## config.mk

```make
export PLATFORM = sky130hd
export DESIGN_NAME = wb_p_arbiter
export DESIGN_NICKNAME = d
export VERILOG_FILES = /design/src/rtl/wb_arb_pkg.sv /design/src/rtl/wb_p_arbiter_rr_picker.sv /design/src/rtl/wb_p_arbiter.sv
export SDC_FILE = /design/constraint.sdc
export NUM_CORES = 1
export LEC_CHECK = 0
export ABC_CLOCK_PERIOD_IN_PS = 3090
export CORE_AREA = 2 2 113 115
export DETAILED_ROUTE_END_ITERATION = 8
export DIE_AREA = 0 0 115 117
export PLACE_DENSITY = 0.59
export RECOVER_POWER = 100
export SLEW_MARGIN = 20
export SYNTH_ARGS = -nofsm -noshare
export SYNTH_HDL_FRONTEND = slang
export SYNTH_HIERARCHICAL = 1
export SYNTH_SLANG_ARGS = --single-unit
```

## constraint.sdc

```tcl
create_clock -name clk_i -period 3.09 [get_ports clk_i]
set_input_delay 0.4635 -clock clk_i [delete_from_list [all_inputs] [get_ports clk_i]]
set_output_delay 0.4635 -clock clk_i [all_outputs]
set_load 0.02 [all_outputs]
```

## src/rtl/wb_arb_pkg.sv

```systemverilog
// Shared types and helpers for the Wishbone pipelined round-robin arbiter.
package wb_arb_pkg;

    typedef enum logic {
        IDLE    = 1'b0,
        GRANTED = 1'b1
    } arb_state_t;

    // Watchdog limit used when the top level does not override TIMEOUT_CYCLES.
    localparam int DEF_TIMEOUT_CYCLES = 255;

    // Widest request vector the round-robin search supports.
    localparam int RR_MAX = 8;

    // Returns the first requester found searching upward from last+1
    // (modulo n), or -1 when no request is pending.
    function automatic int rr_next(input logic [RR_MAX-1:0] req, input int last, input int n);
        int pick;
        int idx;
        pick = -1;
        for (int i = 1; i <= RR_MAX; i++) begin
            idx = last + i;
            if (idx >= n) idx = idx - n;
            if ((pick < 0) && (i <= n) && req[idx[2:0]]) pick = idx;
        end
        return pick;
    endfunction

endpackage

```

## src/rtl/wb_p_arbiter_rr_picker.sv

```systemverilog
// Combinational round-robin priority encoder: request vector plus last
// grant in, next owner index plus valid out.
module rr_picker
    import wb_arb_pkg::*;
#(
    parameter int N     = 2,
    parameter int IDX_W = 1
) (
    input  logic [N-1:0]     i_req,
    input  logic [IDX_W-1:0] i_last,
    output logic [IDX_W-1:0] o_idx,
    output logic             o_valid
);

    logic [RR_MAX-1:0] w_req;
    int                w_res;

    // Widen the request vector and run the shared search.
    always_comb begin
        w_req   = RR_MAX'(i_req);
        w_res   = rr_next(w_req, int'(i_last), N);
        o_valid = (w_res >= 0);
        o_idx   = IDX_W'(w_res);
    end

endmodule

```

## src/rtl/wb_p_arbiter.sv

```systemverilog
// Round-robin arbiter sharing one Wishbone B4 pipelined slave port between
// NUM_MASTERS masters. The bus is owned per cyc assertion; outstanding
// requests are counted so responses only reach the owner.
// Optional response watchdog: define WB_ARB_TIMEOUT_EN.
//
// state   | meaning
// --------+-----------------------------------------------------------
// IDLE    | no owner; slave side quiet; pick next requester
// GRANTED | r_grant owns the slave port until it drops its cyc
module wb_p_arbiter
    import wb_arb_pkg::*;
#(
    parameter int NUM_MASTERS     = 2,
    parameter int DATA_WIDTH      = 32,
    parameter int ADDR_WIDTH      = 32,
    parameter int GRANULARITY     = 8,
    parameter int MAX_OUTSTANDING = 4,
    parameter int TIMEOUT_CYCLES  = DEF_TIMEOUT_CYCLES
) (
    input  logic                                              clk_i,
    input  logic                                              rst_i,
    input  logic [NUM_MASTERS*ADDR_WIDTH-1:0]                 m_adr_i,
    input  logic [NUM_MASTERS*DATA_WIDTH-1:0]                 m_dat_i,
    input  logic [NUM_MASTERS-1:0]                            m_we_i,
    input  logic [NUM_MASTERS*(DATA_WIDTH/GRANULARITY)-1:0]   m_sel_i,
    input  logic [NUM_MASTERS-1:0]                            m_stb_i,
    input  logic [NUM_MASTERS-1:0]                            m_cyc_i,
    output logic [DATA_WIDTH-1:0]                             m_dat_o,
    output logic [NUM_MASTERS-1:0]                            m_ack_o,
    output logic [NUM_MASTERS-1:0]                            m_err_o,
    output logic [NUM_MASTERS-1:0]                            m_stall_o,
    output logic [ADDR_WIDTH-1:0]                             s_adr_o,
    output logic [DATA_WIDTH-1:0]                             s_dat_o,
    output logic                                              s_we_o,
    output logic [DATA_WIDTH/GRANULARITY-1:0]                 s_sel_o,
    output logic                                              s_stb_o,
    output logic                                              s_cyc_o,
    input  logic [DATA_WIDTH-1:0]                             s_dat_i,
    input  logic                                              s_ack_i,
    input  logic                                              s_err_i,
    input  logic                                              s_stall_i
);

    localparam int SEL_W = DATA_WIDTH / GRANULARITY;
    localparam int IDX_W = (NUM_MASTERS > 1) ? $clog2(NUM_MASTERS) : 1;
    localparam int CNT_W = $clog2(MAX_OUTSTANDING + 1);
    localparam logic [IDX_W-1:0] LAST_RST = IDX_W'(NUM_MASTERS - 1);
    localparam logic [CNT_W-1:0] CNT_MAX  = CNT_W'(MAX_OUTSTANDING);

    arb_state_t       r_state;
    arb_state_t       w_state_nxt;
    logic [IDX_W-1:0] r_grant;
    logic [IDX_W-1:0] w_grant_nxt;
    logic [IDX_W-1:0] r_last_grant;
    logic [IDX_W-1:0] w_last_grant_nxt;
    logic [CNT_W-1:0] r_outstanding;
    logic [CNT_W-1:0] w_outstanding_nxt;

    logic [IDX_W-1:0] w_pick_idx;
    logic             w_pick_valid;
    logic             w_owner_cyc;
    logic             w_limit;
    logic             w_inc;
    logic             w_dec;
    logic             w_timeout;

    rr_picker #(
        .N     (NUM_MASTERS),
        .IDX_W (IDX_W)
    ) u_rr_picker (
        .i_req   (m_cyc_i),
        .i_last  (r_last_grant),
        .o_idx   (w_pick_idx),
        .o_valid (w_pick_valid)
    );

    assign w_owner_cyc = (r_state == GRANTED) && m_cyc_i[r_grant];
    assign w_limit     = (r_outstanding == CNT_MAX);
    assign w_inc       = s_stb_o & ~s_stall_i;
    assign w_dec       = s_ack_i | s_err_i;

    // Request fields always follow the current grant index; s_cyc_o/s_stb_o qualify them.
    assign s_adr_o = m_adr_i[int'(r_grant)*ADDR_WIDTH +: ADDR_WIDTH];
    assign s_dat_o = m_dat_i[int'(r_grant)*DATA_WIDTH +: DATA_WIDTH];
    assign s_sel_o = m_sel_i[int'(r_grant)*SEL_W +: SEL_W];
    assign s_we_o  = m_we_i[r_grant];
    assign m_dat_o = s_dat_i;

`ifdef WB_ARB_TIMEOUT_EN
    localparam int WD_W = $clog2(TIMEOUT_CYCLES + 1);
    localparam logic [WD_W-1:0] WD_RELOAD = WD_W'(TIMEOUT_CYCLES - 1);

    logic [WD_W-1:0] r_wd_cnt;
    logic            w_wd_run;

    assign w_wd_run  = (r_outstanding != '0) && !w_dec;
    assign w_timeout = w_owner_cyc && w_wd_run && (r_wd_cnt == '0);

    // Watchdog down-counter: reloads while nothing is pending or the slave answers.
    always_ff @(posedge clk_i or posedge rst_i) begin
        if (rst_i) begin
            r_wd_cnt <= WD_RELOAD;
        end else if (!w_wd_run || w_timeout) begin
            r_wd_cnt <= WD_RELOAD;
        end else begin
            r_wd_cnt <= r_wd_cnt - 1'b1;
        end
    end
`else
    assign w_timeout = 1'b0;
`endif

    // State, grant and outstanding-count registers.
    always_ff @(posedge clk_i or posedge rst_i) begin
        if (rst_i) begin
            r_state       <= IDLE;
            r_grant       <= '0;
            r_last_grant  <= LAST_RST;
            r_outstanding <= '0;
        end else begin
            r_state       <= w_state_nxt;
            r_grant       <= w_grant_nxt;
            r_last_grant  <= w_last_grant_nxt;
            r_outstanding <= w_outstanding_nxt;
        end
    end

    // Next-state: arbitrate in IDLE, release when the owner drops cyc.
    always_comb begin
        w_state_nxt      = r_state;
        w_grant_nxt      = r_grant;
        w_last_grant_nxt = r_last_grant;
        case (r_state)
            IDLE: begin
                if (w_pick_valid) begin
                    w_state_nxt = GRANTED;
                    w_grant_nxt = w_pick_idx;
                end
            end
            GRANTED: begin
                if (!m_cyc_i[r_grant]) begin
                    w_state_nxt      = IDLE;
                    w_last_grant_nxt = r_grant;
                end
            end
            default: w_state_nxt = IDLE;
        endcase
    end

    // Outstanding count: cleared on release or watchdog abort, saturates at 0.
    always_comb begin
        w_outstanding_nxt = r_outstanding;
        if (!w_owner_cyc || w_timeout) begin
            w_outstanding_nxt = '0;
        end else if (w_inc && !w_dec) begin
            w_outstanding_nxt = r_outstanding + 1'b1;
        end else if (!w_inc && w_dec && (r_outstanding != '0)) begin
            w_outstanding_nxt = r_outstanding - 1'b1;
        end
    end

    // Slave-side qualifiers and per-master responses; non-owners always see stall.
    always_comb begin
        m_ack_o   = '0;
        m_err_o   = '0;
        m_stall_o = '1;
        s_cyc_o   = 1'b0;
        s_stb_o   = 1'b0;
        if (r_state == GRANTED) begin
            s_cyc_o            = m_cyc_i[r_grant] & ~w_timeout;
            s_stb_o            = m_cyc_i[r_grant] & m_stb_i[r_grant] & ~w_limit & ~w_timeout;
            m_stall_o[r_grant] = s_stall_i | w_limit | w_timeout;
            m_ack_o[r_grant]   = s_ack_i;
            m_err_o[r_grant]   = s_err_i | w_timeout;
        end
    end

endmodule

```

---- After elaboration in Yosys (flattened, before gate mapping) ----
Index checks and enable logic that the tools add are counted.
word-level totals
  output and inout bits ................... 109
  bits in registers ....................... 6
cells by class
  bitwise operators ....................... 13
  shift-type cells ........................ 3
  add/subtract/negate cells ............... 6
  mux-type cells .......................... 27
  equality and inequality tests ........... 2
  reduce and logical (&&, ||, !) cells .... 11
  $lt $le $gt $ge ......................... 8
operator list
  cell                                                                                  count
  32-bit two-way mux                                                                    4
  64-bit by 7-bit variable part select with 32-bit output                               2
  32-bit by 3-bit greater-or-equal comparator with 1-bit output, second input constant  2
  32-bit by 3-bit subtractor with 32-bit output, second input constant                  2
  32-bit by 1-bit greater-or-equal comparator with 1-bit output, second input constant  1
  32-bit by 1-bit less-than comparator with 1-bit output, second input constant         1
  1-bit two-way mux                                                                     13
  3-bit two-way mux                                                                     3
  3-bit by 4-bit less-than comparator with 1-bit output, second input constant          2
  8-bit by 4-bit variable part select with 4-bit output                                 1
  1-bit binary-select mux with 3-bit select                                             2
  1-bit logical AND                                                                     6
  2-bit two-way mux                                                                     3
  2-bit AND                                                                             2
  1-bit NOT                                                                             4
  2-bit AND reduction                                                                   2
  1-bit by 2-bit adder with 3-bit output, second input constant                         1
  3-bit by 1-bit adder with 3-bit output, second input constant                         1
  1-bit AND                                                                             3
  3-bit equality test, second input constant                                            1
  3-bit by 1-bit inequality test with 1-bit output, second input constant               1
  3-bit nonzero test                                                                    1
  3-bit by 1-bit subtractor with 3-bit output, second input constant                    1
  1-bit by 1-bit adder with 2-bit output, second input constant                         1
  other kinds (8)                                                                       10

---- Logic depth before layout (Yosys ltp) ----
Gate-level depths: netlist of the first run.
  depth in word-level cells ............... 12
  gate-level depth with buffers ........... 9
  mapped depth without buffers ............ 8

---- Cells and area by module ----
The synthesis of the first run kept the hierarchy.
modules (own cells, without submodules)
  module        cells an instance  sequential area each (µm²)  area each (µm²)  instances
  wb_p_arbiter  165                151.4                       1,532.7          1
  rr_picker     3                  0.0                         15.0             1

---- Worst setup path before layout of the first run ----
Ideal clock, no wire load.
  kind .................................... register to output
  start ................................... reg r_grant
  end ..................................... out s_adr_o[0]
  setup slack ............................. 1,117 ps
  stages on the path, launching flop included .. 5
  required time ........................... 2,626 ps
  data arrival time ....................... 1,509 ps
  path through ............................ dfrtp_1 buf_4 clkbuf_1 buf_1 mux2_2
between the ends
  word-level cells in the longest chain between the ends .. 1
ends and longest elaborated chain
  item                                                     line                 source
  start, declared                                          wb_p_arbiter.sv:52   logic [IDX_W-1:0] r_grant;
  start signal, assigned                                   wb_p_arbiter.sv:122  r_grant <= w_grant_nxt;
  64-bit by 7-bit variable part select with 32-bit output  wb_p_arbiter.sv:83   assign s_adr_o = m_adr_i[int'(r_grant)*ADDR_WIDTH +: ADDR_WIDTH];
  end, declared                                            wb_p_arbiter.sv:32   output logic [ADDR_WIDTH-1:0] s_adr_o,
No other way between the ends.

---- Worst setup path in the final report of the first run ----
  start ................................... reg r_grant
  end ..................................... out s_dat_o[21]
between the ends
  word-level cells in the longest chain between the ends .. 1
ends and longest elaborated chain
  item                                                     line                source
  64-bit by 7-bit variable part select with 32-bit output  wb_p_arbiter.sv:84  assign s_dat_o = m_dat_i[int'(r_grant)*DATA_WIDTH +: DATA_WIDTH];
  end, declared                                            wb_p_arbiter.sv:33  output logic [DATA_WIDTH-1:0] s_dat_o,
No other way between the ends.

==> out/results.txt, run 1 <==
Slew @ Worst Pin: 0.687 ns
R2R Path End: r_outstanding[2]
io pins: 288
# H-tree levels: 1
Die Span X: 115 um
status: finished clean
RSZ-0062 raised after global routing: false
Mapped Area: 1550 um2
critical path capture point type: primary output
hold endpoint: r_last_grant
Starting Density: 0.126
Seq/Total Area, Yosys: 0.0978
grt total ovfl: 0
Final Hold Vio Count: 0
drc violations: 0
commonest non-fill, non-tap cells in the layout: clkdlybuf4s50_1, dlygate4sd3_1, mux2_2
via count: 1952
CP startpoint kind: flop
post_cts resized: 0
DP Worst Slack: 0.614 ns
CTS root buffer: clkbuf_16
CTS sink cnt: 6
Final Core Density: 0.307
Max stage delay on crit path: 0.65 ns
crit path DAT: 2.27 ns
register bit total from synthesis: 6
vias per cell: 3.87
Post-CTS Repair Setup Buffers: 0
setup violators final: 0
clock skew: 0.00200 ns
DP Area: 3710 um2
Syn Inst Count: 168
# Max-Cap Violations: 0
critical setup path kind: reg -> out
Non-Filler Instances: 505
Clock Pin Slew Worst Setup and Hold Paths: 0.03 ns
initial DRC count: 43
Worst Reg2Reg Path Length in Cells: 8
TritonRoute pass-1 iters: 3
r2r startpoint: r_grant
total negative slack: 0 ns
# nets final: 536
Antenna Nets Post-Route: 0
max_slew headroom: 0.536
dpl cells: 501
CTS tree: yes
input/output buffers: 223
Max Freq: 365 MHz
Max IR drop VDD: 0.197 mV
GRT Util Overall: 0.0936
Area Growth Syn to Fin: 144%
proportion of layout cells with a drive suffix above 1: 0.223
Async SR Flop Fraction: 1.00
most common cell after layout, fill and taps aside: clkdlybuf4s50_1
CP max stage cell: dlygate4sd3_1
hold path cells: 2
Worst EP required: 2.63 ns
vias in the first global route: 2070
Total Wirelength: 7030 um
Clock Path Buffers: 2
total CTS buffers: 3
synth warn: 6
clk_lat worst skew: 0.23 ns
Synth Flop Type: dfrtp_1
chip height: 117 um
Post-synth EDFFs: 0
Hold Crit Class: reg -> reg
half-perimeter wire length after placement: 6110 um
largest net degree at the start of global routing: 40
Final Slew Violations: 0
GP Congestion: 0.766
CP cell instances: buf_4, mux2_2, dlygate4sd3_1
post-route cell area: 3770 um2
WL/cell: 13.9 um
Placeable Area: 12300 um2
global-route wire length before repair: 10000 um
Tcrit/Tclk final: 0.886
Rows: 41
CTS Hold Bufs: 0
total power: 2.21 mW
Syn Area/Cell: 9.21 um2
die area: 13500 um2
CP max FO: 23
minimum clock period: 2.74 ns
Synth Net Count: 348
min-delay src: r_last_grant
Antenna diodes: 0
antenna violations before repair: 0
leakage: 1.46 nW
hold_ws: 0.531 ns
Distinct cells, synth: 30
register-to-register setup slack: 0.97 ns
Pwr Density: 586 nW/um2
final setup margin: 0.352 ns
==> Yosys cell counts, types with 2 or more instances <==
| master | instances | share of area |
|---|---|---|
| and3_1 | 3 | 0.012 |
| a21oi_1 | 4 | 0.013 |
| inv_1 | 8 | 0.019 |
| mux2i_1 | 2 | 0.013 |
| dfrtp_1 | 5 | 0.081 |
| mux2_2 | 71 | 0.52 |
| or2_1 | 3 | 0.012 |
| xnor2_1 | 2 | 0.011 |
| and2_1 | 2 | 0.0081 |
| buf_4 | 33 | 0.16 |
| nor2_1 | 4 | 0.0097 |
| nand2_1 | 6 | 0.015 |
| buf_1 | 3 | 0.0073 |
| clkbuf_1 | 5 | 0.012 |
| nor2b_1 | 2 | 0.0081 |
==> per-layer routing <==
layer	part of all wire	up-vias	global-route usage	routed length [um]
li1	-	932	-	-
met1	0.36	861	0.0989	2530
met2	0.51	149	0.187	3580
met3	0.13	10	0.0252	883
met4	0.0044	0	0.0153	31
met5	0	-	0	0
==> layout make-up <==
type                            count  area (um2)
Multi-Input combinational cell    112        1070
Tap cell                          150         188
Sequential cell                     6         153
Timing Repair Buffer              225        2260
Inverter                            8        30.0
Fill cell                        1314        8540
Clock buffer                        4        78.8
==> logic make-up (layout without fill, tap and decap cells) <==
family,after synthesis,count (layout),synth area share
mux,73,73,0.530
buf+inv,50,237,0.202
simple gates,26,26,0.0946
compound gates,10,10,0.0517
flops,6,6,0.0978
xor+xnor,2,2,0.0113
fa+ha+maj,1,1,0.0129
==> critical path, delay by kind of cell (launching register included) <==
kind | cells | cell delay, ns
buffers and inverters | 2 | 1.02
muxes | 1 | 0.40
DFF | 1 | 0.61
==> power breakdown <==
part / internal (mW) / total, mW / switching, mW
clock network: 0.171 / 0.213 / 0.0421
registers: 0.118 / 0.194 / 0.0762
logic: 0.975 / 1.80 / 0.829
==> how the worst max path moves through the flow <==
stage	end	cells past startpoint	slack [ns]	from
after floorplan	s_adr_o[0]	4	1.12	r_grant
after global placement	s_cyc_o	5	0.64	m_cyc_i[1]
after detailed placement	s_cyc_o	5	0.61	m_cyc_i[1]
after CTS	s_dat_o[21]	3	0.40	r_grant
after global routing	s_dat_o[21]	3	0.25	r_grant
final	s_dat_o[21]	3	0.35	r_grant
==> flip-flops by register name, summed over array words and instances, names as in the netlist <==
| signal | count |
|---|---|
| r_grant | 1 |
| r_state | 1 |
| r_last_grant | 1 |
| r_outstanding | 3 |
Power figures use the tool's default switching activity.
==> run 2, diff against run 1 <==
--- a/config.mk
+++ b/config.mk
@@ -5,11 +5,11 @@
 export SDC_FILE = /design/constraint.sdc
 export NUM_CORES = 1
 export LEC_CHECK = 0
-export ABC_CLOCK_PERIOD_IN_PS = 3090
-export CORE_AREA = 2 2 113 115
+export ABC_CLOCK_PERIOD_IN_PS = 2710
+export CORE_AREA = 2 2 112 114
 export DETAILED_ROUTE_END_ITERATION = 8
-export DIE_AREA = 0 0 115 117
-export PLACE_DENSITY = 0.59
+export DIE_AREA = 0 0 114 116
+export PLACE_DENSITY = 0.6
 export RECOVER_POWER = 100
 export SLEW_MARGIN = 20
 export SYNTH_ARGS = -nofsm -noshare
==> constraint.sdc (replaced) <==
create_clock -name clk_i -period 2.71 [get_ports clk_i]
set_input_delay 0.4065 -clock clk_i [delete_from_list [all_inputs] [get_ports clk_i]]
set_output_delay 0.4065 -clock clk_i [all_outputs]
set_load 0.02 [all_outputs]
==> run 2 against run 1 <==
Combinational power is 21% higher. Register-to-register slack worse by 0.42 ns. Sequential cell count stayed put. Cell area is 0.23% higher. Utilization is 1.1 points higher. Power is 18% higher. Die area is 1.7% lower.
==> out/results.txt, run 2 (synthesis results as in run 1) <==
leakage: 1.46 nW (+0.14%)
WL/cell: 16.4 um (+18%)
clock skew: 0.00231 ns (+0.000305 ns)
CP startpoint kind: primary input
Worst Setup SP: m_cyc_i[0]
Max IR drop VDD: 0.310 mV (+57%)
vias per cell: 3.94 (+1.8%)
Antenna diodes: 0 (unchanged)
half-perimeter wire length after placement: 7040 um (+15%)
# H-tree levels: 1 (unchanged)
max_slew headroom: 0.486 (-0.0496)
minimum clock period: 2.44 ns
post_cts resized: 0 (unchanged)
Clock Pin Slew Worst Setup and Hold Paths: 0.03 ns (about the same)
Max stage delay on crit path: 0.70 ns (+0.05 ns)
Final Hold Vio Count: 0 (unchanged)
commonest non-fill, non-tap cells in the layout: clkdlybuf4s50_1, dlygate4sd3_1, mux2_2
Hold Crit Class: in -> async
Comb pwr share: 0.833 (+0.017)
Area Growth Syn to Fin: 144%
CTS tree: yes
Pint: 1.46 mW (+16%)
CP max stage cell: dlygate4sd3_1
largest net degree at the start of global routing: 42 (+5.0%)
clock power share: 0.094 (-0.002)
total negative slack: 0 ns (unchanged)
GP Congestion: 0.806 (+5.3%)
# nets final: 536 (unchanged)
dpl cells: 498 (-0.60%)
setup violators final: 0 (unchanged)
CTS root buffer: clkbuf_16
antenna violations before repair: 0 (unchanged)
Post-CTS Repair Setup Buffers: 0 (unchanged)
Max Freq: 410 MHz
Non-Filler Instances: 502 (-0.59%)
Crit path buffers/inverters: 2 (unchanged)
drc violations: 0 (unchanged)
Worst EP required: 2.30 ns (-0.33 ns)
via count: 1976 (+1.2%)
die area: 13200 um2 (-1.7%)
Placeable Area: 11900 um2 (-3.3%)
grt total ovfl: 0 (unchanged)
TritonRoute pass-1 iters: 4 (+1)
clk_lat worst skew: 0.23 ns (about the same)
cell family with most CP delay: buffers and inverters
Tcrit/Tclk final: 0.901
Antenna Nets Post-Route: 0 (unchanged)
Total Wirelength: 8210 um (+17%)
GRT Util Overall: 0.113 (+0.0196)
input/output buffers: 223 (unchanged)
Slew @ Worst Pin: 0.761 ns (+0.0734 ns)
total CTS buffers: 3 (unchanged)
initial DRC count: 43 (unchanged)
CTS sink cnt: 6 (unchanged)
proportion of layout cells with a drive suffix above 1: 0.223 (unchanged)
Die Span X: 114 um (-0.87%)
CP cell instances: dlygate4sd3_1, nand4b_1, a22oi_1, dlygate4sd3_1
Flop pwr share: 0.073 (-0.015)
status: finished clean
io pins: 288 (unchanged)
fill count: 1240 (-5.6%)
RSZ-0062 raised after global routing: false
CTS Hold Bufs: 0 (unchanged)
r2r startpoint: r_grant
# Max-Cap Violations: 0 (unchanged)
max reg flops: 3 (unchanged)
critical setup path kind: in -> out
Clock Path Buffers: 2 (unchanged)
net switching fraction of the power: 0.439 (+0.0109)
critical path capture point type: primary output
CP max FO: 5 (-78%)
Final Slew Violations: 0 (unchanged)
NetSw: 1.15 mW (+21%)
Pwr Density: 690 nW/um2 (+18%)
crit path DAT: 2.04 ns (-0.23 ns)
Rows: 40 (-2.4%)
Starting Density: 0.130 (+0.00423)
global-route wire length before repair: 11600 um (+16%)
largest reg by FF count: r_outstanding
most frequent CP cell: dlygate4sd3_1
chip height: 116 um (-0.85%)
most common cell after layout, fill and taps aside: clkdlybuf4s50_1
vias in the first global route: 2170 (+4.8%)
==> run 2: cell type report <==
type                            instances  area [um2]  area share
Clock buffer                            4        78.8      0.0208
Tap cell                              147         184      0.0486
Sequential cell                         6         153      0.0403
Inverter                                8        30.0     0.00794
Multi-Input combinational cell        112        1070       0.282
Timing Repair Buffer                  225        2270       0.601
==> run 2: routing by layer <==
layer | track usage | wire (um) | up-vias | share of wire
met1 | 0.126 | 3070 | 880 | 0.37
met3 | 0.0262 | 914 | 10 | 0.11
met2 | 0.224 | 4170 | 156 | 0.51
met5 | 0 | 0 | - | 0
met4 | 0.0138 | 51 | 0 | 0.0062
li1 | - | - | 930 | -
==> run 2: worst register-to-register path, cell delays in order (launching register included) <==
cell	delay (ns)
dfrtp_2	0.42
buf_12	0.23
nand4b_1	0.17
nand2_1	0.10
and3_1	0.19
fa_1	0.36
inv_1	0.08
and4_1	0.17
o21ba_1	0.16
mux2i_1	0.20
==> run 2: power by group through the flow <==
stage	logic (mW)	clock network [mW]	registers [mW]
after floorplan	1.37	0	0.157
after global placement	2.34	0	0.198
after detailed placement	2.34	0	0.198
after CTS	2.37	0.248	0.196
after global routing	2.31	0.255	0.200
final	2.18	0.245	0.190
==> run 2: path summary, 6_finish.rpt <==
check	endpoint	slack, ns	cells past startpoint
max in group asynchronous	r_last_grant	1.93	2
setup reg to reg	r_outstanding[2]	0.55	9
min in group clk_i	r_last_grant	0.53	2
hold reg to reg	r_last_grant	0.53	2
setup / recovery	s_stb_o	0.27	4
hold / removal	r_outstanding[2]	0.53	2
==> run 2: stage by stage <==
stage	util	total power, mW	worst slack (ns)	hold slack, ns	area, um2
floorplan	-	1.53	0.794	0.197	1550
detailed placement	0.313	2.54	0.344	0.527	3720
global route	0.318	2.76	0.139	0.554	3780
finish	0.318	2.61	0.268	0.527	3780
global placement	0.313	2.54	0.379	0.522	3720
CTS	0.319	2.81	0.339	0.397	3800
==> run 3, diff against run 2 <==
--- a/config.mk
+++ b/config.mk
@@ -9,6 +9,7 @@
 export CORE_AREA = 2 2 112 114
 export DETAILED_ROUTE_END_ITERATION = 8
 export DIE_AREA = 0 0 114 116
+export HOLD_SLACK_MARGIN = 0.05
 export PLACE_DENSITY = 0.6
 export RECOVER_POWER = 100
 export SLEW_MARGIN = 20
==> results of run 3 <==
No change in the layout: final DEF, timing and power equal those of run 2.
